===== src/rtl/game_pkg.sv =====
// Shared game-logic types and sprite sizes for the cheese placement and scoring stage.
package game_pkg;
  localparam int CHEESE_WIDTH  = 32;
  localparam int CHEESE_HEIGHT = 32;
  localparam int JERRY_WIDTH   = 40;
  localparam int JERRY_HEIGHT  = 48;

  typedef enum logic [2:0] {IDLE, PLACE, COMMIT, SHOW, EATEN} cheese_state_t;

  typedef struct packed {
    logic [10:0] x;
    logic [10:0] y;
  } pos_if;

  // Strict box overlap on 12 bits so x+width never wraps; touching edges do not count.
  function automatic logic overlap(input logic [10:0] cx, input logic [10:0] cy,
                                   input logic [10:0] jx, input logic [10:0] jy);
    return ({1'b0, jx} < {1'b0, cx} + 12'(CHEESE_WIDTH)) &&
           ({1'b0, jx} + 12'(JERRY_WIDTH) > {1'b0, cx}) &&
           ({1'b0, jy} < {1'b0, cy} + 12'(CHEESE_HEIGHT)) &&
           ({1'b0, jy} + 12'(JERRY_HEIGHT) > {1'b0, cy});
  endfunction
endpackage


===== src/rtl/cheese_lfsr.sv =====
// Free-running 16-bit Galois LFSR (taps 16,14,13,11); an all-zero seed is replaced by 1.
module cheese_lfsr #(
  parameter logic [15:0] SEED = 16'hACE1
) (
  input  logic        clk,
  input  logic        rst,
  output logic [15:0] value
);
  localparam logic [15:0] SEED_NZ = (SEED == 16'h0000) ? 16'h0001 : SEED;

  always_ff @(posedge clk) begin
    if (rst) value <= SEED_NZ;
    else     value <= {1'b0, value[15:1]} ^ (value[0] ? 16'hB400 : 16'h0000);
  end
endmodule


===== src/rtl/cheese_ctl.sv =====
// Cheese placement, Jerry hit detection, scoring and frame-aligned position commit.
// Optional CHEESE_TIMEOUT_EN: unclaimed cheese relocates after TIMEOUT_FRAMES frames.
module cheese_ctl
  import game_pkg::*;
#(
  parameter logic [15:0] SEED      = 16'hACE1,
  parameter logic [10:0] X_MIN     = 11'd16,
  parameter logic [10:0] X_MAX     = 11'd1000,
  parameter logic [10:0] Y_MIN     = 11'd64,
  parameter logic [10:0] Y_MAX     = 11'd740,
  parameter logic [10:0] CHEESE_X0 = 11'd500,
  parameter logic [10:0] CHEESE_Y0 = 11'd400,
  parameter logic [5:0]  RETRY_MAX = 6'd32,
  parameter int          SCORE_W   = 8
`ifdef CHEESE_TIMEOUT_EN
  , parameter logic [9:0] TIMEOUT_FRAMES = 10'd600
`endif
) (
  input  logic               clk,
  input  logic               rst,
  input  logic               start,
  input  logic               vblnk,
  input  logic [10:0]        jerry_x,
  input  logic [10:0]        jerry_y,
  output pos_if              pout,
  output logic [SCORE_W-1:0] score,
  output logic               eaten
);
  logic [15:0]   lfsr;
  logic          vblnk_q, tick;
  cheese_state_t state;
  logic [5:0]    retry_cnt;
  pos_if         pend;
  logic [10:0]   cx, cy;
  logic          in_lim, accept, cur_hit;
`ifdef CHEESE_TIMEOUT_EN
  logic [9:0]    frame_cnt;
`endif

  cheese_lfsr #(.SEED(SEED)) u_lfsr (.clk(clk), .rst(rst), .value(lfsr));

  assign cx = lfsr[10:0];
  assign cy = {1'b0, lfsr[15:6]};

  assign in_lim = (cx >= X_MIN) && ({1'b0, cx} + 12'(CHEESE_WIDTH) <= {1'b0, X_MAX}) &&
                  (cy >= Y_MIN) && ({1'b0, cy} + 12'(CHEESE_HEIGHT) <= {1'b0, Y_MAX});
  assign accept  = in_lim && !overlap(cx, cy, jerry_x, jerry_y);
  assign cur_hit = overlap(pout.x, pout.y, jerry_x, jerry_y);

  always_ff @(posedge clk) begin
    if (rst) begin
      state     <= IDLE;
      vblnk_q   <= 1'b0;
      tick      <= 1'b0;
      retry_cnt <= '0;
      pend      <= {CHEESE_X0, CHEESE_Y0};
      pout      <= {CHEESE_X0, CHEESE_Y0};
      score     <= '0;
      eaten     <= 1'b0;
`ifdef CHEESE_TIMEOUT_EN
      frame_cnt <= '0;
`endif
    end else begin
      vblnk_q <= vblnk;
      tick    <= vblnk & ~vblnk_q;
      eaten   <= 1'b0;
      case (state)
        IDLE: if (start) begin
          state     <= PLACE;
          retry_cnt <= '0;
        end
        PLACE: begin
          if (accept) begin
            pend  <= {cx, cy};
            state <= COMMIT;
          end else if (retry_cnt == RETRY_MAX - 6'd1) begin
            // Out of candidates: fall back to the known-safe home spot.
            pend  <= {CHEESE_X0, CHEESE_Y0};
            state <= COMMIT;
          end else begin
            retry_cnt <= retry_cnt + 6'd1;
          end
        end
        COMMIT: if (tick) begin
          pout  <= pend;
          state <= SHOW;
`ifdef CHEESE_TIMEOUT_EN
          frame_cnt <= '0;
`endif
        end
        SHOW: if (tick) begin
          if (cur_hit) begin
            state <= EATEN;
            eaten <= 1'b1;
            if (score != '1) score <= score + 1'b1;
          end
`ifdef CHEESE_TIMEOUT_EN
          else if (frame_cnt == TIMEOUT_FRAMES - 10'd1) begin
            state     <= PLACE;
            retry_cnt <= '0;
          end else begin
            frame_cnt <= frame_cnt + 10'd1;
          end
`endif
        end
        EATEN: begin
          state     <= PLACE;
          retry_cnt <= '0;
        end
        default: state <= IDLE;
      endcase
    end
  end
endmodule


===== config.mk =====
export PLATFORM = sky130hd
export DESIGN_NAME = cheese_ctl
export DESIGN_NICKNAME = d
export VERILOG_FILES = /design/src/rtl/game_pkg.sv /design/src/rtl/cheese_lfsr.sv /design/src/rtl/cheese_ctl.sv
export SDC_FILE = /design/constraint.sdc
export NUM_CORES = 1
export LEC_CHECK = 0
export ABC_AREA = 1
export CAP_MARGIN = 20
export CORE_ASPECT_RATIO = 1.1
export CORE_MARGIN = 1.5
export CORE_UTILIZATION = 33
export DETAILED_ROUTE_END_ITERATION = 10
export GPL_ROUTABILITY_DRIVEN = 1
export GPL_TIMING_DRIVEN = 0
export PLACE_DENSITY_LB_ADDON = 0.25
export REMOVE_ABC_BUFFERS = 1
export SLEW_MARGIN = 20
export SYNTH_ARGS = -nofsm -noshare
export SYNTH_HDL_FRONTEND = slang
export SYNTH_SLANG_ARGS = --single-unit

===== constraint.sdc =====
create_clock -name clk -period 5.5 [get_ports clk]
set_input_delay 1.1 -clock clk [delete_from_list [all_inputs] [get_ports clk]]
set_output_delay 1.1 -clock clk [all_outputs]
set_load 0.01 [all_outputs]

==> reports/results.tsv <==
stage	metric	value	unit
outcome	run_status	finished, final reports clean	
synth	synthTopCellsByArea	dfxtp_1 28%, ha_1 19%, nand2_1 11%	
sta	rsz0062_at_grt	false	
worst_setup_path	r2r_setup_slack	2170	ps
placement	globalplace.congestion	0.795	
synth	synth_warnings	0	
flow_run	cap_violations	0	
sta	worst_pin_slew	720	ps
synth	avgSynthCellArea	7.21	um^2
power	ir_worst_vdd	0.148	mV
sta	setup_viol	0	
clock_network	cts_tree	done	
clock_network	cts-resized-gates	0	
floorplanning	die_area	17000	um^2
floorplanning	rows	48	
sta	setup-tns-final	0	ps
global_routing	global_route.usage.met1	0.223	
clock_network	cts_made_buffers	9	
synth	synth_top_cell_by_area	dfxtp_1	
route	routed_via_density	4.78	
route	routed_wirelength	13600	um
global_routing	use_met3	0.0301	
finish	fin_nets	899	
global_routing	globalRouteOverflowTotal	0	
finish	drive_gt1_frac	0.0579	
clock_network	cts_sinks	76	
finish	antennaDiodeCount	0	
worst_setup_path	cp-end-kind	register	
worst_setup_path	critPathArrivalTime	4610	ps
route	wl_per_cell	13.6	um
power	total_power	1.78	mW
sta	hold_viol	0	
power	leakage	2.95	nW
worst_setup_path	cp_max_fo	24	
clock_network	clk_path_buf_depth	2	
synth	yosys.area.top_type_share	0.284	
worst_setup_path	critPathMaxStageDelay	600	ps
floorplanning	chipHeight	137	um
synth	synthesis.area	5360	um^2
sta	period_needed	4340	ps
floorplanning	core_area	15800	um^2
route	drt_iter0_drc	241	
global_routing	grt-busiest-layer	met2	
synth	synthesis.instances	743	
worst_setup_path	critPathRequiredTime	5770	ps
clock_network	htreeDepth	3	
clock_network	post_cts_buffers	0	
synth	ys_seq_area_frac	0.284	
finish	syn_to_final_growth	19.4	%
global_routing	use_met2	0.274	
floorplanning	initial_utilization	0.339	
synth	synth_edf_count	0	
sta	finalClockSkew	6.54	ps
floorplanning	io_pins	57	
worst_setup_path	rr_worst_depth	15	
synth	dominantRegCellSynth	dfxtp_1	
global_routing	grt_usage	0.167	
finish	stdcell_area	6400	um^2
worst_setup_path	rr_endpoint	pend[14]$_SDFFE_PP0P_	
synth	synth_seq_cells	76	
sta	clock.fmax	231	MHz
clock_network	postCtsHoldBufs	0	
synth	synth.distinct_cells	38	
hold_path	whs_path_depth	1	
worst_setup_path	startpoint	jerry_x[3]	
clock_network	insertion_delay	350	ps
route	remaining_drc_errors	0	
sta	max_slew_margin	0.519	
synth	async_reset_ff_frac	0	
hold_path	holdCritPathClass	reg2reg	
worst_setup_path	path_cells	clkdlybuf4s50_1 > a21o_1 > nand3_1 > nand3b_1 > xnor2_1 > ha_1 > a21oi_1 > nand3_1 > inv_2 > nand2_1 > nand2_1 > nor2_1 > nand3_1 > nand3_2 > nand2_2 > o22ai_1 > nand2_1	
finish	fillCellCount	1631	
global_routing	grt_pass1_wl	22800	um
floorplanning	fp.dieW	125	um
route	via_count	4756	
worst_setup_path	crit_type	in2reg	
finish	finish.utilization	0.405	
global_routing	antenna_found_initial	0	
sta	whs	390	ps
worst_setup_path	r2r-start	u_lfsr.value[5]$_SDFF_PP1_	
finish	multi_input_area	3370	um^2
placement	hpwlAfterDp	10200	um
clock_network	clkSlewWorstSetupHoldPaths	60	ps
sta	slew_violations	0	
placement	port_buffers	55	
power	p_per_area	279	nW/um^2
route	ant_nets	0	
route	dr.pass1.iters	5	
clock_network	root_buffer	clkbuf_16	
worst_setup_path	critical_path.startpoint_type	input port	
global_routing	grt_max_degree	38	
hold_path	hp-start	vblnk_q$_SDFF_PP0_	
sta	finalCritPeriodShare	0.789	
worst_setup_path	slowest_stage	clkdlybuf4s50_1	
placement	place_area	6070	um^2
hold_path	min_to	tick$_SDFF_PP0_	
global_routing	grt_pass1_vias	4593	
finish	final-seq-area	1520	um^2
==> power breakdown <==
group | total [mW] | switching (mW) | internal (mW)
clock network | 0.645 | 0.236 | 0.409
logic | 0.509 | 0.309 | 0.199
registers | 0.629 | 0.0381 | 0.591
total | 1.78 | 0.583 | 1.20
==> area by class of cell <==
class,count,area share
Clock buffer,10,0.0373
Clock inverter,6,0.0137
Inverter,98,0.0577
Multi-Input combinational cell,549,0.526
Sequential cell,76,0.238
Tap cell,200,0.0391
Timing Repair Buffer,56,0.0884
==> per-stage QoR <==
step	cells	setup WS [ps]
finish	995	1160
floorplan	723	2160
detailed placement	979	824
CTS	995	1160
global placement	978	518
global route	995	816
==> worst max-delay path by stage <==
stage / end / slack [ps] / cells after the start
2_1_floorplan: pend[13]$_SDFFE_PP1P_ / 2160 / 19
3_3_place_gp: pend[17]$_SDFFE_PP1P_ / 520 / 5
3_5_place_dp: pend[16]$_SDFFE_PP1P_ / 820 / 20
4_1_cts: pend[16]$_SDFFE_PP1P_ / 1160 / 20
5_1_grt: pend[21]$_SDFFE_PP0P_ / 820 / 19
6_report: pend[16]$_SDFFE_PP1P_ / 1160 / 17
==> synth_stat cells (4+ instances only) <==
cell / count
clkbuf_1: 11
o211ai_1: 11
buf_4: 5
nand3_1: 45
xor2_1: 17
a21o_1: 4
xnor2_1: 13
ha_1: 83
o31ai_1: 4
nor2_1: 65
nand2_1: 153
a21oi_1: 68
dfxtp_1: 76
nor3_1: 12
inv_1: 83
nand3b_1: 5
o22ai_1: 9
inv_2: 13
o21ai_0: 23
nand4_1: 13
==> registers in the layout, summed over array words and instances (netlist names) <==
register      cells
state             3
retry_cnt         6
score             8
pout             20
eaten             1
tick              1
u_lfsr.value     16
vblnk_q           1
pend             20
==> layer usage <==
| layer | part of all wire | vias up |
|---|---|---|
| met5 | 0 | - |
| met4 | 0.013 | 0 |
| met3 | 0.037 | 12 |
| met2 | 0.46 | 74 |
| met1 | 0.49 | 2112 |
| li1 | - | 2558 |
==> critical path, delay by kind of cell <==
kind                       cells  cell delay, ps
adders and majority gates      1             310
and+or+nand+nor               10            1790
AOI/OAI and AO/OA              3             470
buffers and inverters          2             670
xor gates and xnor gates       1             250
==> kinds of logic (layout without fill, tap and decap cells) <==
kind of cell,count (synthesis),count (layout),share of synthesized area
xor+xnor,30,30,0.0490
simple gates,309,309,0.251
fa+ha+maj,83,83,0.194
flops,76,76,0.284
compound gates,126,126,0.133
other cells,1,1,0.000700
buf+inv,118,170,0.0892
==> cells in the final DEF (no fill, tap or decap), types with 2 or more instances in the layout <==
cell / n
or2_2: 3
clkinv_4: 2
a21o_1: 4
nor2_1: 64
inv_2: 13
nand4_1: 13
o31ai_1: 4
nand2_1: 153
o22ai_1: 9
nand3_2: 3
nor3_2: 2
nand2_2: 2
nand3_1: 45
ha_1: 83
inv_1: 83
clkbuf_16: 9
nor3b_1: 2
o21ai_1: 3
xor2_1: 17
nand3b_1: 5
clkdlybuf4s50_1: 54
dfxtp_1: 76
o21ai_0: 23
o211ai_1: 11
bufinv_16: 2
nor3_1: 12
nor4_1: 2
xnor2_1: 13
clkinv_2: 3
a21oi_1: 68
Note: power is estimated with default switching activity, not from simulation.
